File: src/rtl/seg_display_capture.sv
// seg_display_capture: receive side of the 8-digit multiplexed seven-segment
// interface. Samples the scanned atog / seg_cs lines, decodes each digit back
// to a hex nibble and reports each completed 32-bit word with a frame strobe.
//
// Ports:
//   clk          system clock, rising edge
//   reset        asynchronous, active-low reset
//   atog[7:0]    segments, active-low; bit0=a .. bit6=g, bit7=dp
//   seg_cs[7:0]  digit selects, active-low; seg_cs[i]=0 selects digit i
//   value[31:0]  last completed decoded word (digit i -> value[4i+3:4i])
//   frame_valid  one-cycle pulse when value updates
//   frame_err    last completed frame contained an undecodable pattern
//   stale        no frame completed within STALE_CYCLES
//   dp[7:0]      captured decimal points (only when SEG_CAP_DP_EN is defined)
//
// Parameters:
//   SETTLE        matching consecutive samples before a digit is taken (1..15)
//   STALE_CYCLES  cycles without a completed frame before stale asserts (>= 2)
//
// Optional feature macro: SEG_CAP_DP_EN adds the dp port and captures the
// decimal points; without it atog[7] only takes part in the settle compare.

module seg_display_capture #(
    parameter int SETTLE       = 3,
    parameter int STALE_CYCLES = 65536
) (
    input  logic        clk,
    input  logic        reset,
    input  logic [7:0]  atog,
    input  logic [7:0]  seg_cs,
    output logic [31:0] value,
    output logic        frame_valid,
    output logic        frame_err,
`ifdef SEG_CAP_DP_EN
    output logic        stale,
    output logic [7:0]  dp
`else
    output logic        stale
`endif
);

    localparam int            SW         = $clog2(STALE_CYCLES + 1);
    localparam logic [3:0]    SETTLE_MAX = 4'(SETTLE);
    localparam logic [SW-1:0] STALE_MAX  = SW'(STALE_CYCLES);

    // Input sampling stage and its one-cycle-delayed copy for the
    // stability compare.
    logic [7:0]    atog_q;
    logic [7:0]    cs_q;
    logic [7:0]    atog_p;
    logic [7:0]    cs_p;

    logic [3:0]    settle_cnt;
    logic          dwell_done;
    logic [7:0]    seen;
    logic [31:0]   shadow;
    logic          sticky;
    logic [SW-1:0] stale_cnt;

    logic          same;
    logic [3:0]    settle_nxt;
    logic [7:0]    sel;
    logic          onehot;
    logic [2:0]    idx;
    logic          capture;
    logic [3:0]    dec_nib;
    logic          dec_bad;
    logic [7:0]    seen_nxt;
    logic [31:0]   shadow_nxt;
    logic          sticky_nxt;
    logic          done;
    logic [SW-1:0] stale_inc;
    logic          dwell_nxt;

    // Returns {bad, nibble} for an active-high gfedcba pattern.
    function automatic logic [4:0] decode(input logic [6:0] seg);
        logic [4:0] r;
        case (seg)
            7'h3F:   r = 5'h00;
            7'h06:   r = 5'h01;
            7'h5B:   r = 5'h02;
            7'h4F:   r = 5'h03;
            7'h66:   r = 5'h04;
            7'h6D:   r = 5'h05;
            7'h7D:   r = 5'h06;
            7'h07:   r = 5'h07;
            7'h7F:   r = 5'h08;
            7'h6F:   r = 5'h09;
            7'h77:   r = 5'h0A;
            7'h7C:   r = 5'h0B;
            7'h39:   r = 5'h0C;
            7'h5E:   r = 5'h0D;
            7'h79:   r = 5'h0E;
            7'h71:   r = 5'h0F;
            default: r = 5'h10;
        endcase
        return r;
    endfunction

    always_comb begin
        same       = ({cs_q, atog_q} == {cs_p, atog_p});
        settle_nxt = 4'd0;
        if (same) begin
            settle_nxt = (settle_cnt == SETTLE_MAX) ? settle_cnt
                                                    : settle_cnt + 4'd1;
        end

        sel    = ~cs_q;
        onehot = (sel != 8'h00) && ((sel & (sel - 8'd1)) == 8'h00);
        idx    = 3'd0;
        for (int i = 0; i < 8; i++) begin
            if (sel[i]) begin
                idx = 3'(i);
            end
        end

        // The counter reaching SETTLE on this edge is the capture point;
        // dwell_done keeps a long dwell from capturing again.
        capture = same && (settle_nxt == SETTLE_MAX) && !dwell_done && onehot;

        {dec_bad, dec_nib} = decode(~atog_q[6:0]);

        seen_nxt   = seen;
        shadow_nxt = shadow;
        sticky_nxt = sticky;
        if (capture) begin
            seen_nxt[idx]                   = 1'b1;
            shadow_nxt[{idx, 2'b00} +: 4] = dec_bad ? 4'h0 : dec_nib;
            sticky_nxt                      = sticky | dec_bad;
        end
        done = (seen_nxt == 8'hFF);

        dwell_nxt = 1'b0;
        if (same) begin
            dwell_nxt = dwell_done | capture;
        end

        stale_inc = (stale_cnt == STALE_MAX) ? stale_cnt
                                             : stale_cnt + SW'(1);
    end

    always_ff @(posedge clk or negedge reset) begin
        if (!reset) begin
            atog_q <= 8'hFF;
            cs_q   <= 8'hFF;
            atog_p <= 8'hFF;
            cs_p   <= 8'hFF;
        end else begin
            atog_q <= atog;
            cs_q   <= seg_cs;
            atog_p <= atog_q;
            cs_p   <= cs_q;
        end
    end

    always_ff @(posedge clk or negedge reset) begin
        if (!reset) begin
            settle_cnt <= 4'd0;
            dwell_done <= 1'b0;
        end else begin
            settle_cnt <= settle_nxt;
            dwell_done <= dwell_nxt;
        end
    end

    always_ff @(posedge clk or negedge reset) begin
        if (!reset) begin
            seen        <= 8'h00;
            shadow      <= 32'h0;
            sticky      <= 1'b0;
            value       <= 32'h0;
            frame_err   <= 1'b0;
            frame_valid <= 1'b0;
        end else begin
            shadow      <= shadow_nxt;
            frame_valid <= done;
            if (done) begin
                value     <= shadow_nxt;
                frame_err <= sticky_nxt;
                seen      <= 8'h00;
                sticky    <= 1'b0;
            end else begin
                seen   <= seen_nxt;
                sticky <= sticky_nxt;
            end
        end
    end

    always_ff @(posedge clk or negedge reset) begin
        if (!reset) begin
            stale_cnt <= '0;
            stale     <= 1'b0;
        end else if (done) begin
            stale_cnt <= '0;
            stale     <= 1'b0;
        end else begin
            stale_cnt <= stale_inc;
            stale     <= (stale_inc == STALE_MAX);
        end
    end

`ifdef SEG_CAP_DP_EN
    logic [7:0] dp_shadow;
    logic [7:0] dp_nxt;

    always_comb begin
        dp_nxt = dp_shadow;
        if (capture) begin
            dp_nxt[idx] = ~atog_q[7];
        end
    end

    always_ff @(posedge clk or negedge reset) begin
        if (!reset) begin
            dp_shadow <= 8'h00;
            dp        <= 8'h00;
        end else begin
            dp_shadow <= dp_nxt;
            if (done) begin
                dp <= dp_nxt;
            end
        end
    end
`endif

endmodule

File: config.mk
export PLATFORM = sky130hd
export DESIGN_NAME = seg_display_capture
export DESIGN_NICKNAME = d
export VERILOG_FILES = /design/src/rtl/seg_display_capture.sv
export SDC_FILE = /design/constraint.sdc
export NUM_CORES = 1
export LEC_CHECK = 0
export CAP_MARGIN = 20
export CELL_PAD_IN_SITES_DETAIL_PLACEMENT = 0
export CELL_PAD_IN_SITES_GLOBAL_PLACEMENT = 1
export CORE_ASPECT_RATIO = 1.2
export CORE_UTILIZATION = 46
export CTS_CLUSTER_DIAMETER = 30
export CTS_CLUSTER_SIZE = 40
export DETAILED_ROUTE_END_ITERATION = 8
export GPL_ROUTABILITY_DRIVEN = 0
export PLACE_DENSITY = 0.82
export SETUP_SLACK_MARGIN = 0.05
export SYNTH_ARGS = -nofsm -noshare
export SYNTH_HDL_FRONTEND = slang
export SYNTH_SLANG_ARGS = --single-unit
File: constraint.sdc
create_clock -name clk -period 4.4 [get_ports clk]
set_input_delay 0.88 -clock clk [delete_from_list [all_inputs] [get_ports clk]]
set_output_delay 0.88 -clock clk [all_outputs]
set_load 0.01 [all_outputs]
==> impl_metrics.csv <==
group,metric,value,unit
placement,port_buffers,52,
routing,drtIter0Drc,216,
synth,synth_top_area_frac,0.419,
routing,post-route-drc-count,0,
routing,vias,3808,
worst_setup_path,worstPathArrival,4.05,ns
sta,drv_slew,0,
flow_run,cap_viol_max_count,0,
routing,post_drt_wl_per_cell,16.1,um
sta,setup_viol,0,
sta,post-route-period-util,0.853,
grt,track_usage,0.191,
sta,max_slew_margin,0.443,
worst_hold_path,hold_path_end,"atog_p[7]$_DFF_PN1_",
synth,synth-xor-area-share,0.0598,
cts,cts_tree,"built",
sta,max_clock_freq,266,MHz
cts,postCtsHoldBufs,0,
grt,grt_pass1_vias,3879,
synth,syn_area,5850,um^2
grt,overflow,0,
floorplanning,die_y,126,um
worst_hold_path,whs_path_depth,0,
routing,viasPerCell,5.36,
cts,postCtsSetupBuffers,0,
cts,cts_max_path_buffers,2,
synth,yosysMostFrequentCell,"dfrtp_1",
routing,firstDrtPassIters,4,
floorplanning,std_cell_rows,44,
worst_hold_path,min-delay-start,"atog_q[7]$_DFF_PN1_",
worst_setup_path,critical_path_class,"register to register",
synth,async_flop_share,1.00,
sta,hold_violations,0,
worst_setup_path,r2r-end,"value[23]$_DFFE_PN0N_",
floorplanning,die_w,105,um
placement,placedInstanceArea,6460,um^2
worst_setup_path,r2r_cells,10,
outcome,outcome,"complete, no violations",
layout,fin_cells,711,
power,irDropWorstVdd,0.246,mV
sta,fin_crit,3.75,ns
synth,synth_top_area_cell,"dfrtp_1",
layout,fillers,1016,
cts,cts_resized,0,
synth,syn_area_per_cell,11.9,um^2
synth,synth_edf_count,0,
synth,synthTopCellsByCount,"dfrtp_1 (98), nor2_1 (51), mux2_2 (44)",
cts,clockRootBuffer,"clkbuf_16",
synth,synth_seq_cells,130,
synth,ys.flop_type,"dfrtp_1",
synth,yosysWarnings,0,
layout,nets,562,
floorplanning,io_pins,53,
worst_setup_path,ff2ff_setup_slack,0.65,ns
worst_hold_path,hp-class,"register to register",
layout,drive_gt1_frac,0.220,
grt,grt_max_degree,68,
synth,synth_fp_nets,514,
routing,postRouteAntennaNets,0,
sta,tns,0,ns
floorplanning,start_util,0.477,
sta,finClkSkew,0.0114,ns
sta,rsz0062_at_grt,"false",
worst_setup_path,cp.required,4.70,ns
worst_setup_path,crit_path_end_kind,"register",
cts,clk_pin_slew,0.06,ns
sta,tightestPinTransition,0.835,ns
cts,clock_sink_count,130,
grt,antenna_found_initial,0,
synth,synth.distinct_cells,54,
worst_setup_path,crit_path_max_fanout,38,
routing,finalWirelength,11500,um
synth,synth_compound_area_frac,0.0575,
layout,syn_to_final_growth,20.8,%
placement,dp_hpwl,7590,um
worst_setup_path,start_kind,"register",
cts,clkLatencyLatePin,0.42,ns
worst_setup_path,r2r-start,"cs_q[7]$_DFF_PN1_",
floorplanning,dieArea,13200,um^2
layout,diodes,0,
synth,yosys.area_share.simple,0.140,
power,p_leak,0.00316,uW
cts,h-tree-depth,4,
floorplanning,core,12300,um^2
synth,synth_top_family_by_area,"simple AND/OR/NAND/NOR gates",
synth,synth_cells,490,
layout,postLayoutCellArea,7070,um^2
synth,ys_top_cells_by_area,"dfrtp_1 (42%), dfstp_2 (14%), mux2_2 (8.5%)",
placement,dp.cells,680,
grt,grt_pass1_wl,19500,um
synth,synthMuxAreaShare,0.132,
synth,synth_fa_ha_area_frac,0.0128,
power,cellPowerDensity,394,nW/um^2
synth,ys_seq_area_frac,0.563,
cts,cts_buffers,17,
-- critical path, stage by stage, from the launching register on --
cell,delay [ns]
dfstp_2,0.67
xnor2_1,0.15
nand4_1,0.12
nor4_2,0.57
nand4_1,0.16
buf_4,0.22
nor2_1,0.37
a32oi_1,0.22
nor4_4,0.26
buf_4,0.46
mux2_2,0.40
-- cells by family (layout without fill, tap and decap cells) --
| group | after synthesis | count (layout) |
|---|---|---|
| DFF | 130 | 130 |
| adders and majority gates | 6 | 6 |
| muxes | 69 | 69 |
| AOI/OAI and AO/OA | 51 | 51 |
| xor gates and xnor gates | 40 | 40 |
| buffers and inverters | 41 | 101 |
| and+or+nand+nor | 153 | 153 |
-- layer usage --
metal | up-vias | GRT usage | wire length [um]
li1 | 1816 | - | -
met1 | 1878 | 0.256 | 5450
met2 | 93 | 0.293 | 5340
met3 | 21 | 0.0459 | 412
met4 | 0 | 0.0895 | 251
met5 | - | 0 | 0
-- registers in the layout (all words and copies together) (netlist names), 4 cells and up --
name	flops
stale_cnt	17
shadow	32
value	32
cs_p	8
seen	8
atog_p	8
atog_q	8
cs_q	8
settle_cnt	4
-- cell usage in the layout, fill, tap and decap left out, drive strengths merged, types with 4 or more instances in the layout --
master and n:
nand2 19, dfrtp 98, and3 4, mux2 64, clkbuf 18, ha 6
a21oi 11, nor4 8, mux2i 5, o21ai 7, xor2 12, nand3 16
nor2 51, inv 19, buf 5, nand4 10, xnor2 28, clkdlybuf4s50 51
nor3b 7, nor3 14, a31oi 10, nand4b 4, nor2b 5, dfstp 32
-- power breakdown --
part / leakage, uW / internal (uW) / total, uW / switching, uW
logic: 0.00117 / 39.5 / 90.1 / 50.6
registers: 0.00169 / 1220 / 1250 / 25.8
clock network: 0.000296 / 914 / 1450 / 537
total: 0.00316 / 2180 / 2790 / 613
-- through the flow --
stage	hold slack, ns	utilization	power [uW]	setup slack (ns)
floorplan	0.352	-	1310	1.26
global placement	0.364	0.526	1360	0.834
detailed placement	0.365	0.526	1360	0.673
CTS	0.374	0.576	2820	0.644
global route	0.376	0.576	2880	0.382
finish	0.371	0.576	2790	0.647
-- how the worst max path moves through the flow --
| stage | from | endpoint | slack [ns] | cells after the start |
|---|---|---|---|---|
| 5_1_grt | atog_q[4]$_DFF_PN1_ | value[23]$_DFFE_PN0N_ | 0.38 | 10 |
| 3_5_place_dp | cs_q[7]$_DFF_PN1_ | value[23]$_DFFE_PN0N_ | 0.67 | 10 |
| 3_3_place_gp | cs_q[5]$_DFF_PN1_ | value[8]$_DFFE_PN0N_ | 0.83 | 10 |
| 4_1_cts | cs_q[7]$_DFF_PN1_ | value[0]$_DFFE_PN0N_ | 0.64 | 10 |
| 2_1_floorplan | atog_q[6]$_DFF_PN1_ | value[10]$_DFFE_PN0N_ | 1.26 | 11 |
| 6_report | cs_q[7]$_DFF_PN1_ | value[23]$_DFFE_PN0N_ | 0.65 | 10 |
-- layout make-up --
| cell class | count | area (um^2) | area share |
|---|---|---|---|
| flip-flops and latches | 130 | 3290 | 0.466 |
| clock buffers | 18 | 439 | 0.0621 |
| inverters | 14 | 52.6 | 0.00743 |
| repair buffers | 56 | 561 | 0.0792 |
| multi-input cells | 319 | 2350 | 0.333 |
| clock inverters | 13 | 174 | 0.0246 |
| well taps | 161 | 201 | 0.0285 |
(Power assumes the default switching activity.)
